### config.mk
export PLATFORM = sky130hd
export DESIGN_NAME = boule_rouge_spawner
export DESIGN_NICKNAME = d
export VERILOG_FILES = /design/src/rtl/boule_rouge_spawner.sv
export SDC_FILE = /design/constraint.sdc
export NUM_CORES = 1
export LEC_CHECK = 0
export ABC_AREA = 1
export CAP_MARGIN = 25
export CORE_UTILIZATION = 37
export CTS_CLUSTER_DIAMETER = 60
export DETAILED_ROUTE_END_ITERATION = 8
export SLEW_MARGIN = 20
export SYNTH_ARGS = -nofsm -noshare
export SYNTH_HDL_FRONTEND = slang
export SYNTH_SLANG_ARGS = --single-unit
export TNS_END_PERCENT = 100
### constraint.sdc
create_clock -name clk -period 9.2 [get_ports clk]
set_input_delay 2.76 -clock clk [delete_from_list [all_inputs] [get_ports clk]]
set_output_delay 2.76 -clock clk [all_outputs]
set_load 0.02 [all_outputs]
### src/rtl/boule_rouge_spawner.sv
// Red-ball spawner: paces ball spawns, chooses each ball's hop pattern and
// tracks its cube on the pyramid from the ball layer's hop/end handshakes.
module boule_rouge_spawner #(
    parameter logic [31:0] DF_DELAY  = 32'd50000000,
    parameter logic [15:0] LFSR_SEED = 16'hACE1
) (
    input  logic        clk,
    input  logic        reset,
    input  logic        e_start_qb,
    input  logic        e_pause_qb,
    input  logic        e_resume_qb,
    input  logic [31:0] e_spawn_delay,
    input  logic [6:0]  e_pattern,
    input  logic [20:0] e_XY0_top,
    input  logic        done_move_br,
    input  logic        boule_rouge_end,
    output logic        e_enable_br,
    output logic [5:0]  e_move_br,
    output logic [20:0] e_XY0_br,
    output logic [31:0] br_cube,
    output logic        br_active,
    output logic [7:0]  spawn_cnt
);

    typedef enum logic {
        G_RESUME = 1'b0,
        G_PAUSE  = 1'b1
    } game_e;

    typedef enum logic [1:0] {
        S_WAIT  = 2'd0,
        S_SPAWN = 2'd1,
        S_TRACK = 2'd2,
        S_DRAIN = 2'd3
    } spawn_e;

    game_e       game_q, game_d;
    spawn_e      st_q, st_d;
    logic [31:0] cnt_q, cnt_d;
    logic [15:0] lfsr_q, lfsr_d;
    logic        enable_q, enable_d;
    logic [5:0]  move_q, move_d;
    logic [20:0] xy_q, xy_d;
    logic [31:0] cube_q, cube_d;
    logic [4:0]  cube_n_q, cube_n_d;
    logic [2:0]  hop_q, hop_d;
    logic        active_q, active_d;
    logic [7:0]  spawn_cnt_q, spawn_cnt_d;
    logic        done_prev_q, done_prev_d;

    logic [31:0] delay_s;
    logic        rise_s;
    logic [4:0]  row_s;
    logic [7:0]  move_pad_s;
    logic [4:0]  next_n_s;

    // Fibonacci LFSR, taps 16,14,13,11 (bit numbering from 1)
    function automatic logic [15:0] lfsr_step(input logic [15:0] v);
        lfsr_step = {v[14:0], v[15] ^ v[13] ^ v[12] ^ v[10]};
    endfunction

    function automatic logic [31:0] cube_onehot(input logic [4:0] n);
        cube_onehot = 32'd1 << (n - 5'd1);
    endfunction

    // Effective delay, hop edge detect and landing cube of the next hop
    always_comb begin
        delay_s    = (e_spawn_delay == 32'd0) ? DF_DELAY : e_spawn_delay;
        rise_s     = done_move_br & ~done_prev_q;
        row_s      = {2'b00, hop_q} + 5'd1;
        move_pad_s = {2'b00, move_q};
        next_n_s   = cube_n_q + row_s + {4'b0000, move_pad_s[hop_q]};
    end

    // Game pause/resume control and spawn FSM next state
    always_comb begin
        game_d      = game_q;
        st_d        = st_q;
        cnt_d       = cnt_q;
        lfsr_d      = lfsr_q;
        move_d      = move_q;
        xy_d        = xy_q;
        cube_d      = cube_q;
        cube_n_d    = cube_n_q;
        hop_d       = hop_q;
        active_d    = active_q;
        spawn_cnt_d = spawn_cnt_q;
        done_prev_d = done_prev_q;
        enable_d    = 1'b0;

        case (game_q)
            G_PAUSE: begin
                if (e_resume_qb) begin
                    game_d = G_RESUME;
                end else if (e_start_qb) begin
                    game_d      = G_RESUME;
                    st_d        = S_WAIT;
                    cnt_d       = 32'd0;
                    cube_d      = 32'd0;
                    active_d    = 1'b0;
                    spawn_cnt_d = 8'd0;
                    hop_d       = 3'd0;
                end else begin
                    game_d = G_PAUSE;
                end
            end
            G_RESUME: begin
                if (e_pause_qb) begin
                    game_d = G_PAUSE;
                end else begin
                    game_d = G_RESUME;
                end
                lfsr_d = lfsr_step(lfsr_q);
                case (st_q)
                    S_WAIT: begin
                        // >= so that shrinking the delay mid-wait spawns at once
                        if (cnt_q >= delay_s - 32'd1) begin
                            cnt_d       = 32'd0;
                            st_d        = S_SPAWN;
                            move_d      = e_pattern[6] ? e_pattern[5:0] : lfsr_q[5:0];
                            xy_d        = e_XY0_top;
                            cube_n_d    = 5'd1;
                            cube_d      = 32'd1;
                            active_d    = 1'b1;
                            hop_d       = 3'd0;
                            done_prev_d = 1'b0;
                            spawn_cnt_d = (spawn_cnt_q == 8'hFF) ? 8'hFF : spawn_cnt_q + 8'd1;
                        end else begin
                            cnt_d = cnt_q + 32'd1;
                        end
                    end
                    S_SPAWN: begin
                        done_prev_d = 1'b0;
                        st_d        = S_TRACK;
                    end
                    S_TRACK: begin
                        done_prev_d = done_move_br;
                        if (boule_rouge_end) begin
                            st_d     = S_DRAIN;
                            cube_d   = 32'd0;
                            active_d = 1'b0;
                        end else if (rise_s && (hop_q < 3'd6)) begin
                            cube_n_d = next_n_s;
                            cube_d   = cube_onehot(next_n_s);
                            hop_d    = hop_q + 3'd1;
                        end else begin
                            st_d = S_TRACK;
                        end
                    end
                    S_DRAIN: begin
                        if (!boule_rouge_end) begin
                            st_d  = S_WAIT;
                            cnt_d = 32'd0;
                        end else begin
                            st_d = S_DRAIN;
                        end
                    end
                    default: st_d = S_WAIT;
                endcase
            end
            default: game_d = G_RESUME;
        endcase

        // A spawn caught by a pause is announced on the first resumed cycle
        enable_d = (st_d == S_SPAWN) && (game_d == G_RESUME);
    end

    // State and output registers
    always_ff @(posedge clk or negedge reset) begin
        if (!reset) begin
            game_q      <= G_RESUME;
            st_q        <= S_WAIT;
            cnt_q       <= 32'd0;
            lfsr_q      <= LFSR_SEED;
            enable_q    <= 1'b0;
            move_q      <= 6'd0;
            xy_q        <= 21'd0;
            cube_q      <= 32'd0;
            cube_n_q    <= 5'd0;
            hop_q       <= 3'd0;
            active_q    <= 1'b0;
            spawn_cnt_q <= 8'd0;
            done_prev_q <= 1'b0;
        end else begin
            game_q      <= game_d;
            st_q        <= st_d;
            cnt_q       <= cnt_d;
            lfsr_q      <= lfsr_d;
            enable_q    <= enable_d;
            move_q      <= move_d;
            xy_q        <= xy_d;
            cube_q      <= cube_d;
            cube_n_q    <= cube_n_d;
            hop_q       <= hop_d;
            active_q    <= active_d;
            spawn_cnt_q <= spawn_cnt_d;
            done_prev_q <= done_prev_d;
        end
    end

    assign e_enable_br = enable_q;
    assign e_move_br   = move_q;
    assign e_XY0_br    = xy_q;
    assign br_cube     = cube_q;
    assign br_active   = active_q;
    assign spawn_cnt   = spawn_cnt_q;

endmodule
* Word-level counts from Yosys, hierarchy flattened
Index checks and enable logic that the tools add are counted.
** Word-level totals
- Register bits :: 129
- Input bits :: 67
- Output and inout bits :: 69
- Word-level logic and storage cells :: 118
** Operators by class
- $add $sub $neg :: 8
- Magnitude comparators :: 3
- Equality and inequality tests :: 20
- Shift-type cells :: 1
- Mux-type cells :: 52
- Bitwise logic cells :: 7
- Reduce and logical (&&, ||, !) cells :: 14
** Operators by type and width (number)
- two-way mux 32 bit :: 8
- case mux 32 bit (2 select lines) :: 4
- two-way mux 8 bit :: 5
- adder 32 x 1 -> 32 bit, second input constant :: 1
- greater-or-equal comparator 32 bit :: 1
- logical NOT 32 bit :: 1
- << shifter 1 x 5 -> 32 bit, first input constant :: 1
- subtractor 32 x 1 -> 32 bit, second input constant :: 1
- case mux 8 bit (2 select lines) :: 1
- two-way mux 3 bit :: 5
- two-way mux 5 bit :: 3
- inequality test 3 bit, second input constant :: 5
- AND reduction 5 bit :: 3
- two-way mux 2 bit :: 6
- inequality test 2 bit, second input constant :: 6
- case mux 3 bit (2 select lines) :: 2
- case mux 5 bit (2 select lines) :: 1
- two-way mux 1 bit :: 9
- adder 8 x 1 -> 8 bit, second input constant :: 1
- == test 8 bit, second input constant :: 1
- case mux 2 bit (4 select lines) :: 1
- AND reduction 4 bit :: 2
- two-way mux 6 bit :: 1
- case mux 1 bit (2 select lines) :: 3
- 25 further kinds :: 33

* Longest topological paths before layout
- Depth after elaboration :: 9
- Mapped depth :: 27
- Gate-level depth less buffers :: 25

* Worst setup path before layout
OpenSTA, ideal clock, no wires.
- Kind :: input -> register
- From :: input port e_spawn_delay[17]
- To :: register cnt_q[23]
- Library setup time :: 0.121 ns
- Arrival time :: 5.102 ns
- Data required time :: 9.079 ns
- Setup slack :: 3.977 ns
- Stages :: 23
- Buffers on the path :: 1
- Cell sequence :: nor2_1 > nand2_1 > nor2_1 > nand2_1 > nor2_4 > nor2_4 > nand4_1 > inv_1 > nand3_1 > nand2_1 > ha_1 > nand2_1 > nor2_1 > nand4_1 > a21oi_1 > nor2_1 > nand2_1 > inv_1 > nand2_1 > nand2_1 > inv_1 > buf_2 > nor2_1
** On the way
- Cells in the longest elaborated chain, start to end :: 7
** Ends and longest elaborated chain
- start: declaration :: RTL line 12 : input logic [31:0] e_spawn_delay,
- logical NOT 32 bit :: RTL line 68 : delay_s = (e_spawn_delay == 32'd0) ? DF_DELAY : e_spawn_delay;
- two-way mux 32 bit * :: RTL line 68
- subtractor 32 x 1 -> 32 bit * :: RTL line 117 : if (cnt_q >= delay_s - 32'd1) begin
- greater-or-equal comparator 32 bit * :: RTL line 117
- two-way mux 32 bit * :: RTL line 117
- case mux 32 bit (2 select lines) * :: RTL line 114 : case (st_q)
- case mux 32 bit (2 select lines) * :: RTL line 91 : case (game_q)
- end signal: assignment :: RTL line 187 : cnt_q <= cnt_d;
- end: declaration :: RTL line 39 : logic [31:0] cnt_q, cnt_d;
Every way passes the cells marked *; elsewhere a longest branch is shown, timed or not.
A chain may end at the register's enable or synchronous reset.

* Worst setup path in the final report
- From :: input port e_spawn_delay[17]
- To :: register spawn_cnt_q[6], in the netlist spawn_cnt[6]
** On the way
- Cells in the longest elaborated chain, start to end :: 6
** Ends and longest elaborated chain
- logical NOT 32 bit :: RTL line 68
- two-way mux 32 bit * :: RTL line 68
- subtractor 32 x 1 -> 32 bit * :: RTL line 117
- greater-or-equal comparator 32 bit * :: RTL line 117
- inequality test 2 bit (no line) *
- AND reduction 4 bit (no line) *
- end signal: assignment :: RTL line 196 : spawn_cnt_q <= spawn_cnt_d;
- end: declaration :: RTL line 48 : logic [7:0] spawn_cnt_q, spawn_cnt_d;
Marks and branches as above.

==> summary.md <==
| Metric | Value |
|---|---|
| Outcome | completed |
| Met1 usage | 25.05% |
| # rows | 55 |
| Delay-heaviest family, CP | simple AND/OR/NAND/NOR gates |
| Hold Path Class | reg2reg |
| Max rail drop VDD | between 0.1 and 0.15 mV |
| Critical Path AT | 7.48 ns |
| Global-route wire length before repair | approximately 37 mm |
| GR met2 Demand/Resource | a little under a third |
| Critical-path cell list | clkdlybuf4s50_1 > nor2_1 > nand2_1 > nor2_1 > nand2_1 > nor2_4 > nor2_1 > nand3_1 > inv_1 > nand3_1 > o21ai_0 > ha_1 > nand2_1 > nor2_1 > nand4_1 > a21oi_1 > nor2_1 > nand2_1 > nand2_1 > buf_4 > nand3_1 > o21ai_0 |
| Port Buf Inserts | roughly 140 |
| FMAX | 139.0 MHz |
| Crit path time final | 7.193 ns |
| Crit-path slowest cell | nand2_1 |
| CP required | roughly 9.5 ns |
| Gate Count Post-Synth | roughly 1.2k |
| Syn-to-layout area delta | 24.83% |
| CTS root buf | clkbuf_16 |
| CORE AREA | 22,710 µm² |
| Clock Pin Slew Worst Setup and Hold Paths | approximately 0.05 ns |
| IO Count | approximately 140 |
| Die ar. | about 24,000 µm² |
| Ant diodes | 0 |
| Crit-path max FO | 26 |
| Slew margin rel. | between 30% and 40% |
| Main flop type after synthesis | dfrtp_1 |
| Largest net degree at the start of global routing | 76 |
| Final Cycle Share | just under 80% |
| Detailed Route Iter0 Violations | 433 |
| Post-synth EDFFs | 0 |
| Area of the mapped netlist | between 8000 and 9000 µm² |
| Hold Buf Count CTS | 0 |
| H-Tree Depth | 4 |
| Max Cap Viol | 0 |
| CTS max path bufs | 2 |
| Detailed-route via count | approximately 8k |
| Worst path max stage delay | roughly 0.63 ns |
| First-pass DRT Iterations | 5 |
| Fillers | 2,295 |
| Critical Setup Path Class | in2reg |
| Final setup TNS | 0 ns |
| Post-synth cell types | 45 |
| LEAKAGE | roughly 5.2 nW |
| Die W | 154.3 µm |
| CTS Buf Count | 17 |
| Post-CTS setup buffers | 0 |
| DP Worst Slack | 1.570 ns |
| Share of layout cells above drive strength 1 | under 10% |
| Final Cell Area | 10,710 µm² |
| Synth warnings | 0 |
| Yosys reg bits | about 130 |
| Crit end category | register |
| DRC | 0 |
| Syn Nets | 1,314 |
| Placer Congestion | roughly 0.85 |
| Number of vias per cell | 4.890 |
| Met3 usage | about 5% |
| PnR worst setup slack | between 2 and 2.5 ns |
| Min Hold Slack | approximately 0.46 ns |
| Starting Density | a little under two fifths |
| Final Hold Fails | 0 |
| RSZ-0062 raised after global routing | false |
| GRT Max-Usage Layer | met2 |
| TritonCTS Sinks | around 130 |
| Antenna violations before repair | 0 |
| Total gr overflow | 0 |
| Area leader, netlist | dfrtp_1 |
| Top cells by area, synth | dfrtp_1, nand2_1, nor2_1 |
| Yosys top cell area share | 35.29% |
| Sequential fraction of the synthesis area | 37.74% |
| Clk_lat worst skew | about 0.42 ns |
| Slew Limit Fails | 0 |
| Worst setup SP type | input pin |
| WL/cell | around 14 µm |
| PwrDens | approximately 200 nW/µm² |
| Resize count post-CTS | 0 |
| Synthesized area per cell | between 7 and 8 µm² |
| Post-route ant nets | 0 |
| Asr flop ratio synth | 100.0% |
| Die Ht | 154.3 µm |
| Tightest Pin Transition | a little over 1 ns |
| Clock skew | 0.006736 ns |
| Number of nets in the layout | approximately 1.4k |
| CTS tree | done |
| Total track usage | 19.37% |
| Final setup fails | 0 |
| Placed inst area | approximately 10,000 µm² |
| CP bufs+invs | 3 |
| DRT Wirelength | 22.26 mm |
| Number of global-route vias before repair | around 8k |
| Post-detail-place hpwl | ~16 mm |
==> metal layers <==
layer	vias to the layer above	share of wire, %
li1	4117	-
met5	-	0
met3	22	6.3
met2	190	44
met4	0	1.5
met1	3613	48
==> final cells by class <==
cell class              instances  area (µm²)  share of cell area (%)
clock buffers                  20       456.7                   4.264
clock inverters                12       138.9                   1.297
inverters                     124       466.7                   4.357
multi-input cells             913        4657                   43.48
flip-flops and latches        129        3238                   30.23
well taps                     285       356.6                   3.329
repair buffers                141        1398                   13.05
==> cell usage in the layout, fill, tap and decap left out, types with 8 or more instances in the layout <==
cell             netlist  routed
dfrtp_1              121     121
a21oi_1               22      22
xor2_1                27      27
nor2_1               180     180
o22ai_1               13      13
nor3_1                14      14
clkdlybuf4s50_1        0     134
clkinv_2               1       9
nand2_1              366     366
clkbuf_16              0      17
xnor2_1               13      13
nor2_2                10      10
nand3_1               89      89
o21ai_0               37      37
dfstp_2                8       8
nand4_1               51      51
inv_1                118     118
ha_1                  43      43
==> worst register-to-register path: stages (launching register included) <==
cell,delay (ns)
dfrtp_1,0.48
inv_1,0.14
nor2_1,0.05
o32ai_1,0.23
a21oi_1,0.14
ha_1,0.29
inv_1,0.04
ha_1,0.19
fa_1,0.49
inv_1,0.11
nand2_1,0.10
a21oi_2,0.18
nand3_1,0.12
nand2_1,0.12
nand3_1,0.36
nor2_1,0.25
nand4_1,0.12
nand2_1,0.12
==> per-stage QoR <==
step                      total power, mW  instances  utilization, %
final                               2.146       1624           47.17
after global routing                2.282       1624           47.17
after CTS                           2.164       1624           47.17
after detailed placement            1.468       1592           44.55
after global placement              1.466       1592           44.55
after floorplan                     1.216       1203               -
==> state kept, by name (all words and copies together) (netlist names) <==
register and flops:
br_active 1, br_cube 32, cnt_q 32, cube_n_q 5, done_prev_q 1, e_XY0_br 21, e_enable_br 1, e_move_br 6
game_q 1, hop_q 3, lfsr_q 16, spawn_cnt 8, st_q 2
==> synthesized netlist by cell type (6+ instances only) <==
cell and n:
dfrtp_1 121, ha_1 43, nor3_1 14, xor2_1 27, buf_2 19, clkbuf_1 6
a21oi_1 22, nand4_1 51, nand3_1 89, xnor2_1 13, o22ai_1 13, inv_1 118
nor2_2 10, nand2_1 366, dfstp_2 8, nor2_1 180, o21ai_0 37
==> logic make-up (layout without fill, tap and decap cells) <==
| family | Yosys count | after routing | synth area share (%) |
|---|---|---|---|
| simple gates | 737 | 737 | 37.39 |
| flops | 129 | 129 | 37.74 |
| xor+xnor | 40 | 40 | 4.083 |
| fa+ha+maj | 44 | 44 | 6.503 |
| compound gates | 87 | 87 | 5.716 |
| mux | 5 | 5 | 0.5833 |
| buf+inv | 161 | 297 | 7.991 |
==> power by group <==
part           switching, mW  internal, mW  total (mW)
clock network          0.247         0.436       0.683
logic                  0.508         0.260       0.769
registers             0.0567         0.637       0.694
total                  0.811          1.33        2.15
==> path summary, 6_finish.rpt <==
check / cells after the start / slack (ns) / start / end
worst max-delay path: 22 / 2.01 / e_spawn_delay[17] / spawn_cnt[6]
worst min-delay path: 2 / 0.46 / lfsr_q[6] / lfsr_q[7]
worst max register to register: 17 / 5.62 / hop_q[0] / br_cube[18]
worst min register to register: 2 / 0.46 / lfsr_q[6] / lfsr_q[7]
max in group asynchronous: 2 / 5.64 / reset / spawn_cnt[6]
min in group asynchronous: 1 / 2.36 / reset / cnt_q[31]
Note: power is estimated with default switching activity, not from simulation.
